$ cat src/rtl/loader_pkg.sv
// Shared definitions for the instruction loader: FSM encoding, default
// command bytes and the word-index to byte-address helper.
package loader_pkg;

  typedef enum logic [1:0] {
    ST_IDLE      = 2'd0,
    ST_GET_COUNT = 2'd1,
    ST_GET_BYTES = 2'd2,
    ST_DONE      = 2'd3
  } state_t;

  localparam int unsigned MAX_WORDS_DEF = 64;
  localparam logic [7:0]  CMD_LOAD_DEF  = 8'h4C;  // 'L'
  localparam logic [7:0]  CMD_RUN_DEF   = 8'h53;  // 'S'
  localparam logic [7:0]  CMD_HALT_DEF  = 8'h48;  // 'H'

  // Word index k -> byte address 4*k on the 32-bit memory bus.
  function automatic logic [31:0] word_addr(input logic [7:0] k);
    return {22'd0, k, 2'b00};
  endfunction

endpackage

$ cat src/rtl/instruction_loader_word_assembler.sv
// Byte-to-word assembler: collects four bytes MSB-first and presents the
// completed word with a one-cycle valid pulse. The output word only
// changes on a stored completion, so it holds between writes.
module word_assembler (
  input  logic        i_clk,
  input  logic        i_reset,
  input  logic        i_clr,
  input  logic        i_byte_vld,
  input  logic [7:0]  i_byte,
  input  logic        i_store,
  output logic        o_last,
  output logic        o_word_valid,
  output logic [31:0] o_word
);

  logic [23:0] r_shift;
  logic [1:0]  r_cnt;
  logic [31:0] r_word;
  logic        r_word_valid;

  // Current byte completes a word.
  assign o_last       = i_byte_vld && (r_cnt == 2'd3);
  assign o_word_valid = r_word_valid;
  assign o_word       = r_word;

  // Shift bytes in, count 0..3, latch the finished word when allowed.
  always_ff @(posedge i_clk or negedge i_reset) begin
    if (!i_reset) begin
      r_shift      <= '0;
      r_cnt        <= '0;
      r_word       <= '0;
      r_word_valid <= 1'b0;
    end else begin
      r_word_valid <= o_last && i_store;
      if (i_clr) begin
        r_shift <= '0;
        r_cnt   <= '0;
      end else if (i_byte_vld) begin
        r_shift <= {r_shift[15:0], i_byte};
        r_cnt   <= r_cnt + 2'd1;
        if (o_last && i_store) r_word <= {r_shift, i_byte};
      end
    end
  end

endmodule

$ cat src/rtl/instruction_loader.sv
// Host-side loader: decodes run/halt/load commands from the UART byte
// stream, writes assembled instruction words into the pipeline's
// instruction memory and controls the pipeline halt.
module instruction_loader
  import loader_pkg::*;
#(
  parameter int unsigned MAX_WORDS = MAX_WORDS_DEF,
  parameter logic [7:0]  CMD_LOAD  = CMD_LOAD_DEF,
  parameter logic [7:0]  CMD_RUN   = CMD_RUN_DEF,
  parameter logic [7:0]  CMD_HALT  = CMD_HALT_DEF
) (
  input  logic        i_clk,
  input  logic        i_reset,
  input  logic [7:0]  i_rx_data,
  input  logic        i_rx_valid,
  output logic        o_write_instruction_flag,
  output logic [31:0] o_instruction_to_write,
  output logic [31:0] o_address_to_write_inst,
  output logic        o_halt,
  output logic        o_busy,
  output logic        o_load_done,
  output logic        o_overflow
);

  state_t      r_state, w_next;
  logic [7:0]  r_k;         // words completed in this load
  logic [7:0]  r_n;         // words requested
  logic [31:0] r_addr;
  logic        r_halt;
  logic        r_overflow;

  logic        w_byte_vld;
  logic        w_last;
  logic        w_store;
  logic        w_word_valid;
  logic [31:0] w_word;
  logic        w_busy;
  logic        w_load_done;

  // Bytes after the N-th word (while waiting to enter DONE) are not taken.
  assign w_byte_vld = i_rx_valid && (r_state == ST_GET_BYTES) && (r_k != r_n);
  assign w_store    = 32'(r_k) < MAX_WORDS;

  word_assembler u_asm (
    .i_clk        (i_clk),
    .i_reset      (i_reset),
    .i_clr        (r_state != ST_GET_BYTES),
    .i_byte_vld   (w_byte_vld),
    .i_byte       (i_rx_data),
    .i_store      (w_store),
    .o_last       (w_last),
    .o_word_valid (w_word_valid),
    .o_word       (w_word)
  );

  // State register.
  always_ff @(posedge i_clk or negedge i_reset) begin
    if (!i_reset) r_state <= ST_IDLE;
    else          r_state <= w_next;
  end

  // Next-state decode and state-derived outputs.
  always_comb begin
    w_next      = r_state;
    w_busy      = 1'b1;
    w_load_done = 1'b0;
    case (r_state)
      ST_IDLE: begin
        w_busy = 1'b0;
        if (i_rx_valid && (i_rx_data == CMD_LOAD)) w_next = ST_GET_COUNT;
      end
      ST_GET_COUNT: begin
        if (i_rx_valid) w_next = (i_rx_data == 8'd0) ? ST_IDLE : ST_GET_BYTES;
      end
      ST_GET_BYTES: begin
        // Entered DONE one cycle after the last word so the done pulse
        // follows the final write strobe.
        if (r_k == r_n) w_next = ST_DONE;
      end
      ST_DONE: begin
        w_load_done = 1'b1;
        w_next      = ST_IDLE;
      end
      default: w_next = ST_IDLE;
    endcase
  end

  // Datapath: command effects, word count, address and overflow tracking.
  always_ff @(posedge i_clk or negedge i_reset) begin
    if (!i_reset) begin
      r_k        <= '0;
      r_n        <= '0;
      r_addr     <= '0;
      r_halt     <= 1'b1;
      r_overflow <= 1'b0;
    end else begin
      case (r_state)
        ST_IDLE: begin
          if (i_rx_valid) begin
            if (i_rx_data == CMD_LOAD)      r_overflow <= 1'b0;
            else if (i_rx_data == CMD_RUN)  r_halt     <= 1'b0;
            else if (i_rx_data == CMD_HALT) r_halt     <= 1'b1;
          end
        end
        ST_GET_COUNT: begin
          if (i_rx_valid) begin
            r_n <= i_rx_data;
            r_k <= '0;
            if (i_rx_data != 8'd0) r_halt <= 1'b1;
          end
        end
        ST_GET_BYTES: begin
          if (w_last) begin
            r_k <= r_k + 8'd1;
            if (w_store) r_addr     <= word_addr(r_k);
            else         r_overflow <= 1'b1;
          end
        end
        default: ;
      endcase
    end
  end

  assign o_write_instruction_flag = w_word_valid;
  assign o_instruction_to_write   = w_word;
  assign o_address_to_write_inst  = r_addr;
  assign o_halt                   = r_halt;
  assign o_busy                   = w_busy;
  assign o_load_done              = w_load_done;
  assign o_overflow               = r_overflow;

endmodule

$ cat config.mk
export PLATFORM = sky130hd
export DESIGN_NAME = instruction_loader
export DESIGN_NICKNAME = d
export VERILOG_FILES = /design/src/rtl/loader_pkg.sv /design/src/rtl/instruction_loader_word_assembler.sv /design/src/rtl/instruction_loader.sv
export SDC_FILE = /design/constraint.sdc
export NUM_CORES = 1
export LEC_CHECK = 0
export CAP_MARGIN = 30
export CORE_UTILIZATION = 51
export CTS_CLUSTER_DIAMETER = 80
export CTS_CLUSTER_SIZE = 24
export DETAILED_ROUTE_END_ITERATION = 12
export PLACE_DENSITY_LB_ADDON = 0.25
export SYNTH_ARGS = -nofsm -noshare
export SYNTH_HDL_FRONTEND = slang
export SYNTH_SLANG_ARGS = --single-unit
$ cat constraint.sdc
create_clock -name i_clk -period 2.5 [get_ports i_clk]
set_input_delay 0.625 -clock i_clk [delete_from_list [all_inputs] [get_ports i_clk]]
set_output_delay 0.625 -clock i_clk [all_outputs]
set_load 0.01 [all_outputs]
==> metrics.md <==
| Metric | Value |
|---|---|
| Run status | complete, no violations |
| H-Tree Depth | 3 |
| Post-synthesis cell type count | 39 |
| DRC Markers | 0 |
| Yosys warns | 0 |
| CTS Hold Buffers Added | 0 |
| Non-Filler Instances | 504 |
| Hold/Removal Path Class | in2async |
| CP peak stage delay | 0.49 ns |
| Final ANT Viol Nets | 0 |
| Worst-skew pair later-pin latency | 0.35 ns |
| Mapped Avg Cell Area | 11.58 um^2 |
| Cells along the critical path | or2_2 -> clkdlybuf4s50_1 |
| Initial core utilization | 0.5304 |
| Crit path arrival time | 1.64 ns |
| Total CTS buffers | 9 |
| Pre-antenna DRT Iters | 4 |
| Postcts setup bufs | 0 |
| Worst-case clock buffer depth | 2 |
| First-pass GRT wire length | 11.47 mm |
| Max cap viols | 0 |
| Clk slew on worst S/H paths | 0.09 ns |
| DIE HEIGHT | 89.08 um |
| Kind of critical path | reg2out |
| RSZ-0062 raised after global routing | false |
| Initial antenna violation count | 0 |
| Clk_skew | 0.009826 ns |
| Vias | 2606 |
| Final setup TNS | 0 ns |
| Mapped cell area | 3867 um^2 |
| CP startpoint kind | register |
| DIE AREA | 7935 um^2 |
| Synth async-reset ratio | 1.000 |
| Slew HR | 0.6555 |
| Share of the yosys chip area belonging to registers | 0.5632 |
| Most frequent cells in the layout | 86 x dfrtp_1, 58 x nand2_1, 54 x clkdlybuf4s50_1 |
| Die width | 89.08 um |
| CTS tree | done |
| Standby leakage power | 2.170 nW |
| CTS Root Buffer Type | clkbuf_8 |
| Layout area overhead | 22.36% |
| Largest net degree at the start of global routing | 49 |
| Core ar. | 7292 um^2 |
| Max-slew violations | 0 |
| GP Congestion | 0.7674 |
| Slowest-stage cell, CP | clkdlybuf4s50_1 |
| Crit path time final | 2.264 ns |
| Post_cts resized | 0 |
| Worst slew pin tran | 0.5167 ns |
| Synthesized instance count | 334 |
| Drt wl/cell | 14.01 um |
| CTS Sinks | 87 |
| Fillers | 607 |
| GR Overflow Total | 0 |
| VDD IR max | 0.0006332 V |
| Global Route Usage Sum | 0.1943 |
| Final wirelength | 7.063 mm |
| ANT cells | 0 |
| Post-synth EDFFs | 0 |
| Worst Setup End Kind | primary output |
| Nets@finish | 413 |
| Number of global-route vias before repair | 2318 |
| I/O pin count | 80 |
| Commonest non-fill, non-tap cell in the layout | dfrtp_1 |
| Final setup fails | 0 |
| Post-DP HPWL | 4.788 mm |
| Ys flop type | dfrtp_1 |
| Std cell rows | 31 |
| DRT iter0 DRCs | 89 |
| Final Cycle Share | 0.9055 |
| Share of layout cells above drive strength 1 | 0.2247 |
| Hold Vio Cnt, Final | 0 |
| Placed cell count | 488 |
| Via density | 5.171 |
| F_max | 441.8 MHz |
| Critical Path Fanout Max | 9 |
| Critical Path RT | 1.88 ns |
| Flops & latches, synth | 87 |
| Port bufs | 55 |
| Power density of the placed cells | 773.8 nW/um^2 |
logic make-up (layout without fill, tap and decap cells):
| logic type | after synthesis | count (layout) | synth area share |
|---|---|---|---|
| AOI/OAI and AO/OA | 48 | 48 | 0.06956 |
| xor gates and xnor gates | 9 | 9 | 0.02038 |
| adders and majority gates | 2 | 2 | 0.006469 |
| buffers and inverters | 42 | 90 | 0.07312 |
| DFF | 87 | 87 | 0.5632 |
| muxes | 48 | 48 | 0.1472 |
| other | 1 | 24 | 0.0009696 |
| and+or+nand+nor | 97 | 97 | 0.1191 |
report_power, final:
part / internal (W) / switching (W)
Sequential: 0.00161 / 0.000195
Clock: 0.000476 / 0.000518
Combinational: 0.000416 / 0.000444
through the flow:
step	power (W)	hold WS [ns]	area (um^2)	util	setup WS [ns]
floorplan	0.002345	0.3294	3954	-	0.6028
global placement	0.002675	0.4820	4527	0.6208	0.1615
detailed placement	0.002704	0.4944	4527	0.6208	0.1179
CTS	0.003701	0.2440	4732	0.6489	0.2041
global route	0.003876	0.2618	4732	0.6489	0.1505
finish	0.003662	0.2395	4732	0.6489	0.2363
final cells by class:
cell class / count / area (um^2) / share of cell area
Multi-Input combinational cell: 228 / 1508 / 0.3186
Clock inverter: 7 / 81.33 / 0.01719
Sequential cell: 87 / 2178 / 0.4603
Clock buffer: 9 / 123.9 / 0.02618
Inverter: 3 / 11.26 / 0.002380
Timing Repair Buffer: 71 / 705.7 / 0.1491
Tap cell: 99 / 123.9 / 0.02618
worst paths after layout:
| check | slack [ns] | to | cells after the start | start |
|---|---|---|---|---|
| worst min-delay path | 0.24 | u_asm.o_word_valid | 1 | i_reset |
| min in group i_clk | 0.51 | u_asm.o_word[28] | 1 | u_asm.r_shift[20] |
| worst max register to register | 0.49 | u_asm.r_shift[16] | 6 | register |
| worst min register to register | 0.51 | u_asm.o_word[28] | 1 | u_asm.r_shift[20] |
| max in group asynchronous | 1.58 | o_halt | 2 | i_reset |
| worst max-delay path | 0.24 | o_busy | 2 | r_state[0] |
cell usage after synthesis (2+ instances only):
master,n,area (um^2)
buf_2,4,20.02
o21ai_0,32,160.2
xor2_1,8,70.07
buf_6,4,45.04
nor2_1,2,7.510
a21oi_1,6,30.03
buf_4,24,180.2
or2_2,3,18.77
ha_1,2,25.02
o31ai_1,2,15.01
nand2_1,58,217.7
nor4_2,2,25.02
nor3_1,2,10.01
inv_1,3,11.26
dfrtp_1,86,2152
clkbuf_1,7,26.28
mux2_4,8,120.1
nand3_1,14,70.07
nor2b_1,6,37.54
mux2_2,39,439.2
or3_1,3,18.77
o311ai_0,2,17.52
critical path: cells and delay by family (launching register included):
| kind | cells | cell delay, ns |
|---|---|---|
| buffers and inverters | 1 | 0.49 |
| flip-flops | 1 | 0.47 |
| AND/OR/NAND/NOR | 1 | 0.33 |
registers in the layout (all words and copies together), names as in the netlist, named ones only:
name                     count
u_asm.o_word                32
u_asm.r_shift               24
o_address_to_write_inst      8
r_k                          8
r_n                          8
u_asm.r_cnt                  2
o_halt                       1
o_overflow                   1
r_state                      1
u_asm.o_word_valid           1
layer usage:
layer,routed length (um),track usage,up-vias
met3,330,0.05910,8
li1,-,-,1229
met1,3289,0.2686,1300
met5,0,0,-
met2,3360,0.2984,69
met4,82,0.05628,0
Note: power is estimated with default switching activity, not from simulation.
